==> src/rtl/hpdcache_pkg.sv <==
// rtl/hpdcache_pkg.sv - shared types for the flush write-back path
package hpdcache_pkg;

  localparam int unsigned HPDCACHE_NLINE_W = 40;

  typedef enum logic [1:0] {
    IDLE,
    READ,
    SEND_REQ,
    SEND_DATA
  } hpdcache_flush_wb_fsm_t;

  typedef struct packed {
    logic                        valid;
    logic [HPDCACHE_NLINE_W-1:0] nline;
  } hpdcache_flush_entry_t;

endpackage

==> src/rtl/hpdcache_flush_wb_table.sv <==
// rtl/hpdcache_flush_wb_table.sv - outstanding write table: ID allocation, release, line CAM
module hpdcache_flush_wb_table
  import hpdcache_pkg::*;
#(
  parameter int unsigned MAX_OUT = 4,
  parameter int unsigned ID_W    = 2,
  parameter int unsigned NLINE_W = HPDCACHE_NLINE_W
) (
  input  logic               clk_i,
  input  logic               rst_ni,
  input  logic               alloc,
  input  logic [NLINE_W-1:0] alloc_nline,
  output logic [ID_W-1:0]    alloc_id,
  output logic               full,
  input  logic               free,
  input  logic [ID_W-1:0]    free_id,
  input  logic [NLINE_W-1:0] check_nline,
  output logic               check_hit,
  output logic               empty
);

  hpdcache_flush_entry_t entries_q [MAX_OUT];

  // Scan from the top so the lowest free index is the one left in alloc_id.
  always_comb begin
    alloc_id  = '0;
    full      = 1'b1;
    empty     = 1'b1;
    check_hit = 1'b0;
    for (int i = MAX_OUT - 1; i >= 0; i--) begin
      if (!entries_q[i].valid) begin
        alloc_id = ID_W'(i);
        full     = 1'b0;
      end else begin
        empty = 1'b0;
        if (entries_q[i].nline == check_nline) check_hit = 1'b1;
      end
    end
  end

  always_ff @(posedge clk_i or negedge rst_ni) begin
    if (!rst_ni) begin
      for (int i = 0; i < MAX_OUT; i++) entries_q[i] <= '0;
    end else begin
      if (free && entries_q[free_id].valid) entries_q[free_id].valid <= 1'b0;
      if (alloc) begin
        entries_q[alloc_id].valid <= 1'b1;
        entries_q[alloc_id].nline <= alloc_nline;
      end
    end
  end

  ack_for_busy_entry : assert property (@(posedge clk_i) disable iff (!rst_ni)
    free |-> entries_q[free_id].valid);

endmodule

==> src/rtl/hpdcache_flush_wb.sv <==
// rtl/hpdcache_flush_wb.sv - dirty line flush: read line, update directory, write to memory
module hpdcache_flush_wb
  import hpdcache_pkg::*;
#(
  parameter int unsigned NLINE_W  = HPDCACHE_NLINE_W,
  parameter int unsigned SET_W    = 7,
  parameter int unsigned WAYS     = 4,
  parameter int unsigned WORDS    = 4,
  parameter int unsigned WORD_W   = 64,
  parameter int unsigned CL_OFF_W = 5,
  parameter int unsigned MAX_OUT  = 4,
  parameter int unsigned ID_W     = 2
) (
  input  logic                        clk_i,
  input  logic                        rst_ni,
  input  logic                        alloc_i,
  output logic                        alloc_ready_o,
  input  logic [NLINE_W-1:0]          alloc_nline_i,
  input  logic [WAYS-1:0]             alloc_way_i,
  input  logic                        alloc_inval_i,
  output logic                        data_read_o,
  output logic [SET_W-1:0]            data_read_set_o,
  output logic [WAYS-1:0]             data_read_way_o,
  output logic [$clog2(WORDS)-1:0]    data_read_word_o,
  input  logic [WORD_W-1:0]           data_read_data_i,
  output logic                        dir_update_o,
  output logic [SET_W-1:0]            dir_update_set_o,
  output logic [WAYS-1:0]             dir_update_way_o,
  output logic                        dir_update_inval_o,
  output logic                        mem_req_valid_o,
  input  logic                        mem_req_ready_i,
  output logic [NLINE_W+CL_OFF_W-1:0] mem_req_addr_o,
  output logic [ID_W-1:0]             mem_req_id_o,
  output logic                        mem_data_valid_o,
  input  logic                        mem_data_ready_i,
  output logic [WORD_W-1:0]           mem_data_o,
  output logic                        mem_data_last_o,
  input  logic                        mem_resp_valid_i,
  input  logic [ID_W-1:0]             mem_resp_id_i,
  input  logic [NLINE_W-1:0]          check_nline_i,
  output logic                        check_hit_o,
  output logic                        empty_o
);

  localparam int unsigned IDX_W = $clog2(WORDS);
  localparam int unsigned CNT_W = $clog2(WORDS + 1);

  hpdcache_flush_wb_fsm_t state_q, state_d;
  logic [NLINE_W-1:0] nline_q;
  logic [WAYS-1:0]    way_q;
  logic               inval_q;
  logic [ID_W-1:0]    id_q;
  logic [CNT_W-1:0]   rd_cnt_q;
  logic [IDX_W-1:0]   beat_q;
  logic [WORD_W-1:0]  line_buf_q [WORDS];

  logic            tbl_full, tbl_empty, tbl_hit;
  logic [ID_W-1:0] tbl_id;
  logic            accept, data_hs;
  logic [IDX_W-1:0] cap_idx;

  assign alloc_ready_o = (state_q == IDLE) && !tbl_full;
  assign accept        = alloc_i && alloc_ready_o;
  assign data_hs       = mem_data_valid_o && mem_data_ready_i;
  assign cap_idx       = IDX_W'(rd_cnt_q - CNT_W'(1));

  hpdcache_flush_wb_table #(
    .MAX_OUT (MAX_OUT),
    .ID_W    (ID_W),
    .NLINE_W (NLINE_W)
  ) u_table (
    .clk_i       (clk_i),
    .rst_ni      (rst_ni),
    .alloc       (accept),
    .alloc_nline (alloc_nline_i),
    .alloc_id    (tbl_id),
    .full        (tbl_full),
    .free        (mem_resp_valid_i),
    .free_id     (mem_resp_id_i),
    .check_nline (check_nline_i),
    .check_hit   (tbl_hit),
    .empty       (tbl_empty)
  );

  always_comb begin
    state_d          = state_q;
    data_read_o      = 1'b0;
    dir_update_o     = 1'b0;
    mem_req_valid_o  = 1'b0;
    mem_data_valid_o = 1'b0;
    case (state_q)
      IDLE: if (accept) state_d = READ;
      READ: begin
        // One extra cycle after the last strobe to capture the final word.
        data_read_o  = rd_cnt_q < CNT_W'(WORDS);
        dir_update_o = rd_cnt_q == CNT_W'(WORDS - 1);
        if (rd_cnt_q == CNT_W'(WORDS)) state_d = SEND_REQ;
      end
      SEND_REQ: begin
        mem_req_valid_o = 1'b1;
        if (mem_req_ready_i) state_d = SEND_DATA;
      end
      SEND_DATA: begin
        mem_data_valid_o = 1'b1;
        if (mem_data_ready_i && beat_q == IDX_W'(WORDS - 1)) state_d = IDLE;
      end
      default: state_d = IDLE;
    endcase
  end

  always_ff @(posedge clk_i or negedge rst_ni) begin
    if (!rst_ni) begin
      state_q  <= IDLE;
      nline_q  <= '0;
      way_q    <= '0;
      inval_q  <= 1'b0;
      id_q     <= '0;
      rd_cnt_q <= '0;
      beat_q   <= '0;
    end else begin
      state_q <= state_d;
      if (accept) begin
        nline_q  <= alloc_nline_i;
        way_q    <= alloc_way_i;
        inval_q  <= alloc_inval_i;
        id_q     <= tbl_id;
        rd_cnt_q <= '0;
        beat_q   <= '0;
      end
      if (state_q == READ) rd_cnt_q <= rd_cnt_q + CNT_W'(1);
      if (data_hs) beat_q <= beat_q + IDX_W'(1);
    end
  end

  always_ff @(posedge clk_i) begin
    if (state_q == READ && rd_cnt_q != '0) line_buf_q[cap_idx] <= data_read_data_i;
  end

  assign data_read_set_o    = nline_q[SET_W-1:0];
  assign data_read_way_o    = way_q;
  assign data_read_word_o   = rd_cnt_q[IDX_W-1:0];
  assign dir_update_set_o   = nline_q[SET_W-1:0];
  assign dir_update_way_o   = way_q;
  assign dir_update_inval_o = inval_q;
  assign mem_req_addr_o     = {nline_q, {CL_OFF_W{1'b0}}};
  assign mem_req_id_o       = id_q;
  assign mem_data_o         = line_buf_q[beat_q];
  assign mem_data_last_o    = beat_q == IDX_W'(WORDS - 1);
  assign empty_o            = (state_q == IDLE) && tbl_empty;
  assign check_hit_o        = tbl_hit || (state_q != IDLE && nline_q == check_nline_i);

endmodule

==> config.mk <==
export PLATFORM = sky130hd
export DESIGN_NAME = hpdcache_flush_wb
export DESIGN_NICKNAME = d
export VERILOG_FILES = /design/src/rtl/hpdcache_pkg.sv /design/src/rtl/hpdcache_flush_wb_table.sv /design/src/rtl/hpdcache_flush_wb.sv
export SDC_FILE = /design/constraint.sdc
export NUM_CORES = 1
export LEC_CHECK = 0
export CELL_PAD_IN_SITES_DETAIL_PLACEMENT = 2
export CELL_PAD_IN_SITES_GLOBAL_PLACEMENT = 2
export CORE_MARGIN = 5
export CORE_UTILIZATION = 35
export DETAILED_ROUTE_END_ITERATION = 6
export PLACE_DENSITY = 0.81
export SLEW_MARGIN = 20
export SYNTH_ARGS = -nofsm -noshare
export SYNTH_HDL_FRONTEND = slang
export SYNTH_SLANG_ARGS = --single-unit
==> constraint.sdc <==
create_clock -name clk_i -period 4.1 [get_ports clk_i]
set_input_delay 0.615 -clock clk_i [delete_from_list [all_inputs] [get_ports clk_i]]
set_output_delay 0.615 -clock clk_i [all_outputs]
set_load 0.05 [all_outputs]
==> summary.md, run 1 <==
| Metric | Value |
|---|---|
| Status | `completed` |
| Fill cell count | `between 5000 and 6000` |
| FMAX | `0.267 GHz` |
| First-pass GRT wire length | `98.9 mm` |
| Num CTS Buffers | `53` |
| Worst Tran Pin Value | `~1100 ps` |
| GR Layer Usage met2 | `0.361` |
| Tot GR Track Use | `0.209` |
| Max-Cap Viols | `0` |
| Pint | `12.6 mW` |
| Input/output buffers | `~300` |
| GR Util met1 | `0.264` |
| Initial Util | `0.353` |
| Final hold vios | `0` |
| Clock buffer depth | `3` |
| Asr flop ratio synth | `0.460` |
| RSZ-0062 raised after global routing | `false` |
| Largest net degree at the start of global routing | `112` |
| Finished Core Util | `0.448` |
| Slew margin rel. | `0.291` |
| Die H | `251 um` |
| First-pass DRT Iterations | `5` |
| DP Cell Count | `2290` |
| Critical Path RT | `roughly 3500 ps` |
| Worst-Skew Late Latency | `620 ps` |
| Crit path max fanout | `5` |
| Crit path max-delay family | `simple AND/OR/NAND/NOR gates` |
| Fin. max-slew vios | `0` |
| Seq pwr share | `0.359` |
| Most used DFF post-synth | `edfxtp_1` |
| Number of core rows | `88` |
| Critical Path Sink Type | `output port` |
| Wirelength per Cell | `~28 um` |
| Die area | `0.0630 mm2` |
| Layer with the highest usage | `met2` |
| Worst-path clk slew | `~50 ps` |
| Placer Congestion | `0.843` |
| Slowest stage cell on the critical path | `nor4_1` |
| Worst-path cell chain | `clkdlybuf4s50_1, xor2_1, nor4_1, nand4_1, nor3_1, or4_1, buf_12` |
| Clock group share of total power | `0.237` |
| Clk sinks | `474` |
| Crit start category | `input port` |
| Synth cell count leaders | `edfxtp_1, dfrtp_1, nand2_1, xor2_1, mux2_2` |
| Leak Pwr | `roughly 10 nW` |
| Tcrit/Tclk final | `0.915` |
| H-tree depth | `2` |
| Vias | `12200` |
| Initial antenna violation count | `11` |
| Average cell area after synthesis | `15.6 um2` |
| Hold Path Class | `input port to asynchronous set/reset pin` |
| Number of flops mapped to enable cells by yosys | `around 260` |
| # IOs | `301` |
| Register area | `0.0131 mm2` |
| Clock root buffer | `clkbuf_16` |
| Ys Warns | `0` |
| Post-CTS Resized | `0` |
| Comb pwr share | `0.404` |
| M3 GR Usage | `0.0496` |
| Cells after synthesis | `roughly 1300` |
| CTS tree | `yes` |
| Detailed Place HPWL | `46.8 mm` |
| DR iter-0 viols | `650` |
| Sw frac | `0.396` |
| Tot Pwr | `20.9 mW` |
| Share of the synthesized area in the top cell type | `0.378` |
| Nets | `1748` |
| Worst Path Arrival | `between 3000 and 4000 ps` |
| CP max stage delay | `730 ps` |
| Setup CP Type | `input port to output port` |
| Routed Antenna Nets | `0` |
| Psw | `a little over 8 mW` |
| Syn-to-layout area delta | `26.9%` |
| Synth area leaders | `edfxtp_1, dfrtp_1, mux4_2` |
| Core area | `0.0576 mm2` |
| Pwr/cell area | `approximately 800 mW/mm2` |
| # DRC | `0` |
| Layout cell share with drive strength beyond 1 | `0.212` |
| Post-Route WL | `approximately 67 mm` |
| Vias in the first global route | `approximately 14000` |
| Seq/Total Area, Yosys | `0.647` |
| Most instantiated library cell after synthesis | `edfxtp_1` |
| Netlist cell types | `44` |
| Number of synthesized register bits | `474` |
| Cell accounting for the most synthesized area | `edfxtp_1` |
| Peak supply drop | `0.448 mV` |
| Mapped Area | `0.0203 mm2` |
| Aggregate global routing overflow | `0` |
| Hold Buf Count CTS | `0` |
| Post-CTS Setup Bufs | `0` |
| Final worst path period need | `about 3800 ps` |
| Width of the die | `251 um` |
| Setup Skew | `approximately 35 ps` |
| Multi-input gate area | `0.00655 mm2` |
| WP buf/inv | `2` |
| Vias per cell | `5.09` |
| # setup viols final | `0` |
| Final cell count without fillers | `2391` |
## sequential cells by signal, indices dropped and copies added (netlist names)
register            count
data_read_way_o         4
rd_cnt_q                3
nline_q                40
mem_req_id_o            2
line_buf_q            256
dir_update_inval_o      1
beat_q                  2
u_table.entries_q     164
state_q                 2
## power groups by stage
stage          sequential, mW  combinational [mW]  clock (mW)
3_5_place_dp             7.56                8.51           0
6_report                 7.49                8.44        4.96
5_1_grt                  7.64                8.85        5.32
3_3_place_gp             7.43                8.29           0
4_1_cts                  7.51                8.58        5.07
2_1_floorplan            7.91                4.99           0
## layout by cell type (no fill, tap or decap), drive strengths merged, types with 4 or more instances in the layout
master,Yosys,final
clkdlybuf4s50,0,293
nand4,20,20
nor2,4,4
xor2,124,124
clkbuf,43,70
a22o,6,6
bufinv,0,7
clkinv,0,19
nand2,155,155
buf,63,28
dfrtp,218,218
o22ai,4,4
edfxtp,256,256
inv,27,27
xnor2,57,57
mux2,158,158
nor3,6,6
conb,1,5
ha,11,11
mux4,64,64
nand3,11,11
o21ai,15,15
nor4,35,35
## cells by family after synthesis
group	after synthesis	synth area share
AO/OA/AOI/OAI	37	0.0126
XOR/XNOR	181	0.0780
adder cells (fa/ha/maj)	11	0.00677
buffers and inverters	133	0.0333
flip-flops	474	0.647
multiplexers	224	0.167
other	1	0.000185
AND/OR/NAND/NOR	245	0.0555
## cell type report
cell class / count / area share
antenna: 3 / 0.000291
clock buffer: 70 / 0.0562
clock inverter: 28 / 0.0144
inverter: 27 / 0.00393
multi-input combinational: 703 / 0.254
sequential: 474 / 0.510
tap: 765 / 0.0371
timing repair buffer: 321 / 0.125
## worst paths after layout
check | start | end | slack [ps] | cells after the start
max in group asynchronous | rst_ni | nline_q[7]$_DFFE_PN0P_ | 3100 | 2
max | check_nline_i[39] | check_hit_o | 350 | 7
min reg2reg | mem_req_id_o[0]$_DFFE_PN0P_ | mem_req_id_o[0]$_DFFE_PN0P_ | 480 | 2
min in group clk_i | mem_req_id_o[0]$_DFFE_PN0P_ | mem_req_id_o[0]$_DFFE_PN0P_ | 480 | 2
max reg2reg | state_q[0]$_DFFE_PN0P_ | u_table.entries_q[101]$_DFFE_PN0P_ | 1230 | 7
min | rst_ni | u_table.entries_q[106]$_DFFE_PN0P_ | 50 | 1
## per-stage QoR
step	cell area [um2]	hold WS [ps]	setup slack, ps	setup TNS [ps]
final	25800	54.3	348	0
after global routing	25800	138	319	0
after CTS	25800	111	366	0
after detailed placement	24000	471	463	0
after global placement	24000	466	375	0
after floorplan	20300	319	-127	-24440
## worst reg2reg max path: stages (launching register included)
cell,delay [ps]
dfrtp_1,420
inv_1,100
ha_1,440
and3_2,290
buf_4,550
nand3b_1,200
buf_4,330
mux2_2,390
## metal layers
metal	vias to the layer above	part of all wire	routed length, um
met3	115	0.060	4030
met2	362	0.51	33700
met4	14	0.030	1990
li1	5246	-	-
met5	-	0.0015	100
met1	6425	0.40	26800
(Power assumes the default switching activity.)
==> inputs of run 2 (changes only) <==
Settings changed: GPL_TIMING_DRIVEN set to 0.
==> run 2 against run 1 <==
Against the previous run:
- final cell count increased by 2.2%
- first-iteration DRC count is 12% higher
- sequential power shrank 1%
- worst hold slack gained 440 ps
==> summary.md, run 2 (same netlist as run 1, synthesis figures left out) <==
| Metric | Value |
|---|---|
| Status | `completed` |
| WP depth | `8` |
| Placer Congestion | `0.872` |
| Worst-Skew Late Latency | `610 ps` |
| # DRC | `0` |
| Fill cell count | `5461` |
| FMAX | `0.251 GHz` |
| Crit path max-delay family | `simple AND/OR/NAND/NOR gates` |
| TNS Setup | `0 ps` |
| Worst-path clk slew | `60 ps` |
| Crit start category | `input port` |
| Nets | `1805` |
| CP max stage delay | `570 ps` |
| Placed Area | `0.0242 mm2` |
| Tcrit/Tclk final | `0.973` |
| First-pass DRT Iterations | `5` |
| Largest net degree at the start of global routing | `81` |
| DR iter-0 viols | `between 700 and 800` |
| Detailed Place HPWL | `51.3 mm` |
| Aggregate global routing overflow | `0` |
| Core area | `approximately 0.058 mm2` |
| Biggest regs | `line_buf_q: 256 flops, u_table.entries_q: 164 flops, nline_q: 40 flops` |
| Layout cell share with drive strength beyond 1 | `0.229` |
| Critical Path RT | `3480 ps` |
| Biggest register | `line_buf_q` |
| Clock buffer depth | `3` |
| Hold Path Class | `flop to flop` |
| Final worst path period need | `3990 ps` |
| Max-Cap Viols | `0` |
| CTS tree | `yes` |
| Slowest stage cell on the critical path | `clkdlybuf4s50_1` |
| Setup CP Type | `input port to output port` |
| Pwr/cell area | `813 mW/mm2` |
| Critical Path Sink Type | `output port` |
| Critical path capture point | `check_hit_o` |
| H-tree depth | `2` |
| Width of the die | `251 um` |
| Die area | `0.0630 mm2` |
| Min-delay src | `mem_req_id_o[1]$_DFFE_PN0P_` |
| Initial Util | `0.353` |
| Wirelength per Cell | `28.7 um` |
| Fin. max-slew vios | `0` |
| # setup viols final | `0` |
| R2R Path End | `line_buf_q[2][13]$_DFFE_PP_` |
| RR Startpoint | `state_q[1]$_DFFE_PN0P_` |
| Vias in the first global route | `14400` |
| Clk sinks | `474` |
| Reg2reg setup slack | `1030 ps` |
| First-pass GRT wire length | `102 mm` |
| Crit path launch | `check_nline_i[2]` |
| Number of core rows | `between 80 and 90` |
| Final hold vios | `0` |
| Vias | `12600` |
| Num CTS Buffers | `53` |
| Final instance area | `0.0261 mm2` |
| Input/output buffers | `258` |
| Vias per cell | `about 5.2` |
| Worst Path Arrival | `3380 ps` |
| Clock root buffer | `clkbuf_16` |
| # IOs | `~300` |
| Worst-path cell chain | `clkdlybuf4s50_1, xor2_1, nor4_1, nand4_1, or4_1, nor4_1, or4_1, dlygate4sd2_1` |
| Setup Skew | `29.6 ps` |
| Slew margin rel. | `0.323` |
| Post-CTS Setup Bufs | `0` |
| WP buf/inv | `2` |
| Die H | `251 um` |
| Syn-to-layout area delta | `28.3%` |
| Commonest cells after routing, fill and taps aside | `clkdlybuf4s50_1, edfxtp_1, dfrtp_1` |
| Worst Tran Pin Value | `1010 ps` |
| RSZ-0062 raised after global routing | `false` |
| Post-Route WL | `70.0 mm` |
| Leak Pwr | `10.2 nW` |
| Crit path max fanout | `4` |
| FF-to-FF path depth | `8` |
| Max reg flops | `256` |
| Routed Antenna Nets | `0` |
| Initial antenna violation count | `9` |
| Peak supply drop | `between 0.4 and 0.5 mV` |
| Tot GR Track Use | `0.218` |
-- run 2: cell type report --
cell class                 count  area [um2]  share of cell area
clock buffer                  73        1510              0.0580
tap                          765         957              0.0367
sequential                   474       13100               0.504
timing repair buffer         272        2930               0.112
inverter                      27         101             0.00389
clock inverter                23         292              0.0112
antenna                        1        2.50           0.0000960
buffer                       106         578              0.0222
multi-input combinational    703        6550               0.251
-- run 2: worst register-to-register path: cells and delay by family, from the launching register on --
family | cells | cell delay (ps)
simple gates | 1 | 630
fa+ha+maj | 1 | 140
compound gates | 1 | 480
buf+inv | 5 | 1100
flops | 1 | 400
-- run 2: how the worst min path moves through the flow --
stage                                     end  slack (ps)  cells past startpoint
4_1_cts        data_read_way_o[3]$_DFFE_PN0P_         490                      3
3_3_place_gp      mem_req_id_o[0]$_DFFE_PN0P_         460                      2
3_5_place_dp      mem_req_id_o[1]$_DFFE_PN0P_         480                      2
6_report          mem_req_id_o[1]$_DFFE_PN0P_         490                      2
2_1_floorplan           beat_q[0]$_DFFE_PN0P_         320                      0
5_1_grt        data_read_way_o[3]$_DFFE_PN0P_         520                      3
-- run 2: routing by layer --
layer  wire length (um)  track usage  up-vias
met5                 94            0        -
met4               2220       0.0641       14
met3               3900       0.0447      113
met1              27800        0.273     6742
li1                   -            -     5352
met2              36000        0.386      424
-- run 2: power by group --
part / switching, mW / internal, mW
registers: 1.01 / 6.40
logic: 5.39 / 3.47
clock network: 2.03 / 2.90
-- run 2: timing repair --
action / 4_1_cts / 5_1_grt
endpoints found under the setup margin: 10 / 0
gates resized for setup: 5 / 0
hold buffers: 1 / 0
endpoints found under the hold margin: 35 / 0
-- run 2: metrics by stage --
stage	instances	util	hold slack [ps]	total power, mW	worst slack (ps)
finish	2444	0.453	490	21.2	109
global route	2443	0.453	523	22.1	8.34
CTS	2442	0.452	494	21.4	89.0
detailed placement	2345	0.421	482	16.3	-212
global placement	2333	0.415	458	15.9	-7360
floorplan	1310	-	319	12.9	-127
==> inputs of run 3 (changes only) <==
Settings changed: CTS_CLUSTER_DIAMETER set to 60.
==> run 3 against run 2 <==
Against the previous run:
- routed wire length shrank 0.18%
- combinational power is essentially flat
- clock skew is essentially flat
- final cell count grew 0.25%
- final area grew 0.41%
- highest routed layer unchanged
==> summary.md, run 3 (same netlist as run 1, synthesis figures left out) <==
| Metric | Value |
|---|---|
| Initial antenna violation count | `11` |
| Slew margin rel. | `0.323` |
| Max-Cap Viols | `0` |
| Multi-input gate area | `about 0.0065 mm2` |
| Final hold vios | `0` |
| Worst-path cell chain | `clkdlybuf4s50_1, xor2_1, nor4_1, nand4_1, or4_1, nor4_1, or4_1, clkdlybuf4s15_2` |
| Crit path max fanout | `4` |
| Crit start category | `input port` |
| Clock root buffer | `clkbuf_16` |
| First-pass GRT wire length | `102 mm` |
| Detailed Place HPWL | `51.3 mm` |
| Initial Util | `0.353` |
| RSZ-0062 raised after global routing | `false` |
| Fill cell count | `5449` |
| Sw frac | `0.395` |
| DR iter-0 viols | `between 600 and 700` |
| Biggest regs | `line_buf_q: 256 flops, u_table.entries_q: 164 flops, nline_q: 40 flops` |
| Clock buffer depth | `3` |
| Setup CP Type | `input port to output port` |
| Worst hold margin | `489 ps` |
| Leak Pwr | `10.3 nW` |
| Slowest stage cell on the critical path | `clkdlybuf4s50_1` |
| Status | `completed` |
| Worst-Skew Late Latency | `620 ps` |
| Vias per cell | `5.13` |
| DP Cell Count | `between 2000 and 2500` |
| FMAX | `0.255 GHz` |
| Psw | `8.47 mW` |
| Biggest register | `line_buf_q` |
| Die H | `251 um` |
| Hold Path Class | `flop to flop` |
| Critical Path RT | `approximately 3500 ps` |
| Clock group share of total power | `0.244` |
| Seq pwr share | `0.344` |
| Core area | `0.0576 mm2` |
| Commonest cells after routing, fill and taps aside | `clkdlybuf4s50_1, edfxtp_1, dfrtp_1` |
| Peak supply drop | `0.415 mV` |
| Pwr/cell area | `820 mW/mm2` |
| Largest net degree at the start of global routing | `81` |
| First-pass DRT Iterations | `5` |
| Die area | `0.0630 mm2` |
| Setup Skew | `slightly below 30 ps` |
| Width of the die | `251 um` |
| Clk sinks | `474` |
| Pint | `13.0 mW` |
| Final cell count without fillers | `2450` |
| # setup viols final | `0` |
| CTS tree | `yes` |
| Placer Congestion | `just under 0.9` |
| Tcrit/Tclk final | `0.957` |
| Number of core rows | `88` |
| Num CTS Buffers | `54` |
| Final worst path period need | `3920 ps` |
| Aggregate global routing overflow | `0` |
| Routed Antenna Nets | `0` |
| Vias | `12600` |
| # IOs | `301` |
| TNS Setup | `0 ps` |
| Register area | `0.0131 mm2` |
| WP buf/inv | `2` |
| Crit path max-delay family | `simple AND/OR/NAND/NOR gates` |
| Vias in the first global route | `14400` |
| Worst Path Arrival | `~3300 ps` |
| Wirelength per Cell | `28.5 um` |
| Post-Route WL | `69.9 mm` |
| # DRC | `0` |
| Worst Tran Pin Value | `between 1000 and 1500 ps` |
| Nets | `1805` |
| Critical Path Sink Type | `output port` |
| Fin. max-slew vios | `0` |
| Comb pwr share | `0.412` |
| Worst-path clk slew | `50 ps` |
| Post-CTS Setup Bufs | `0` |
| Syn-to-layout area delta | `28.8%` |
| Input/output buffers | `258` |
| Layout cell share with drive strength beyond 1 | `0.232` |
| Tot GR Track Use | `0.218` |
| Max reg flops | `between 200 and 300` |
| CP max stage delay | `570 ps` |
| H-tree depth | `2` |
## run 3: routing by layer
layer / part of all wire / vias up / GRT usage
met5: 0.0016 / - / 0
met4: 0.040 / 16 / 0.0789
met3: 0.056 / 131 / 0.0477
met2: 0.51 / 394 / 0.382
met1: 0.39 / 6660 / 0.266
li1: - / 5367 / -
## run 3: path summary, 6_finish.rpt
check	end	startpoint	slack, ps	cells past startpoint
max	check_hit_o	check_nline_i[2]	180	8
min	mem_req_id_o[1]$_DFFE_PN0P_	mem_req_id_o[1]$_DFFE_PN0P_	490	2
max reg2reg	line_buf_q[2][5]$_DFFE_PP_	state_q[1]$_DFFE_PN0P_	1010	8
min reg2reg	mem_req_id_o[1]$_DFFE_PN0P_	mem_req_id_o[1]$_DFFE_PN0P_	490	2
max in group asynchronous	u_table.entries_q[1]$_DFFE_PN0P_	rst_ni	2680	3
min in group asynchronous	nline_q[27]$_DFFE_PN0P_	rst_ni	560	2
## run 3: layout make-up
class | count | share of cell area
Antenna cell | 2 | 0.000191
Buffer | 106 | 0.0221
Clock buffer | 73 | 0.0586
Clock inverter | 29 | 0.0149
Inverter | 27 | 0.00387
Multi-Input combinational cell | 703 | 0.250
Sequential cell | 474 | 0.502
Tap cell | 765 | 0.0366
Timing Repair Buffer | 271 | 0.112
## run 3: power groups by stage
stage | Clock, mW | Sequential, mW | Combinational, mW
finish | 5.23 | 7.39 | 8.85
global route | 5.57 | 7.52 | 9.25
CTS | 5.33 | 7.40 | 8.97
detailed placement | 0 | 7.46 | 8.87
global placement | 0 | 7.36 | 8.49
floorplan | 0 | 7.91 | 4.99
## run 3: per-stage QoR
| step | power (mW) | setup slack (ps) | util | cell area (um2) |
|---|---|---|---|---|
| 4_1_cts | 21.7 | 26.3 | 0.454 | 26200 |
| 3_3_place_gp | 15.9 | -7360 | 0.415 | 23900 |
| 3_5_place_dp | 16.3 | -212 | 0.421 | 24200 |
| 2_1_floorplan | 12.9 | -127 | - | 20300 |
| 6_report | 21.5 | 175 | 0.455 | 26200 |
| 5_1_grt | 22.3 | 60.6 | 0.454 | 26200 |
## run 3: repair_timing
action / 4_1_cts / 5_1_grt
setup endpoints to repair: 2 / 1
gates resized for setup: 5 / 2
hold endpoints to repair: 45 / 0
hold buffers: 1 / 0
pin swaps: 0 / 0
## run 3: tightest hold or removal path, cell delays in order, from the launching register on
cell and delay, ps:
dfrtp_1 340, nand2_1 50, nand2_1 60
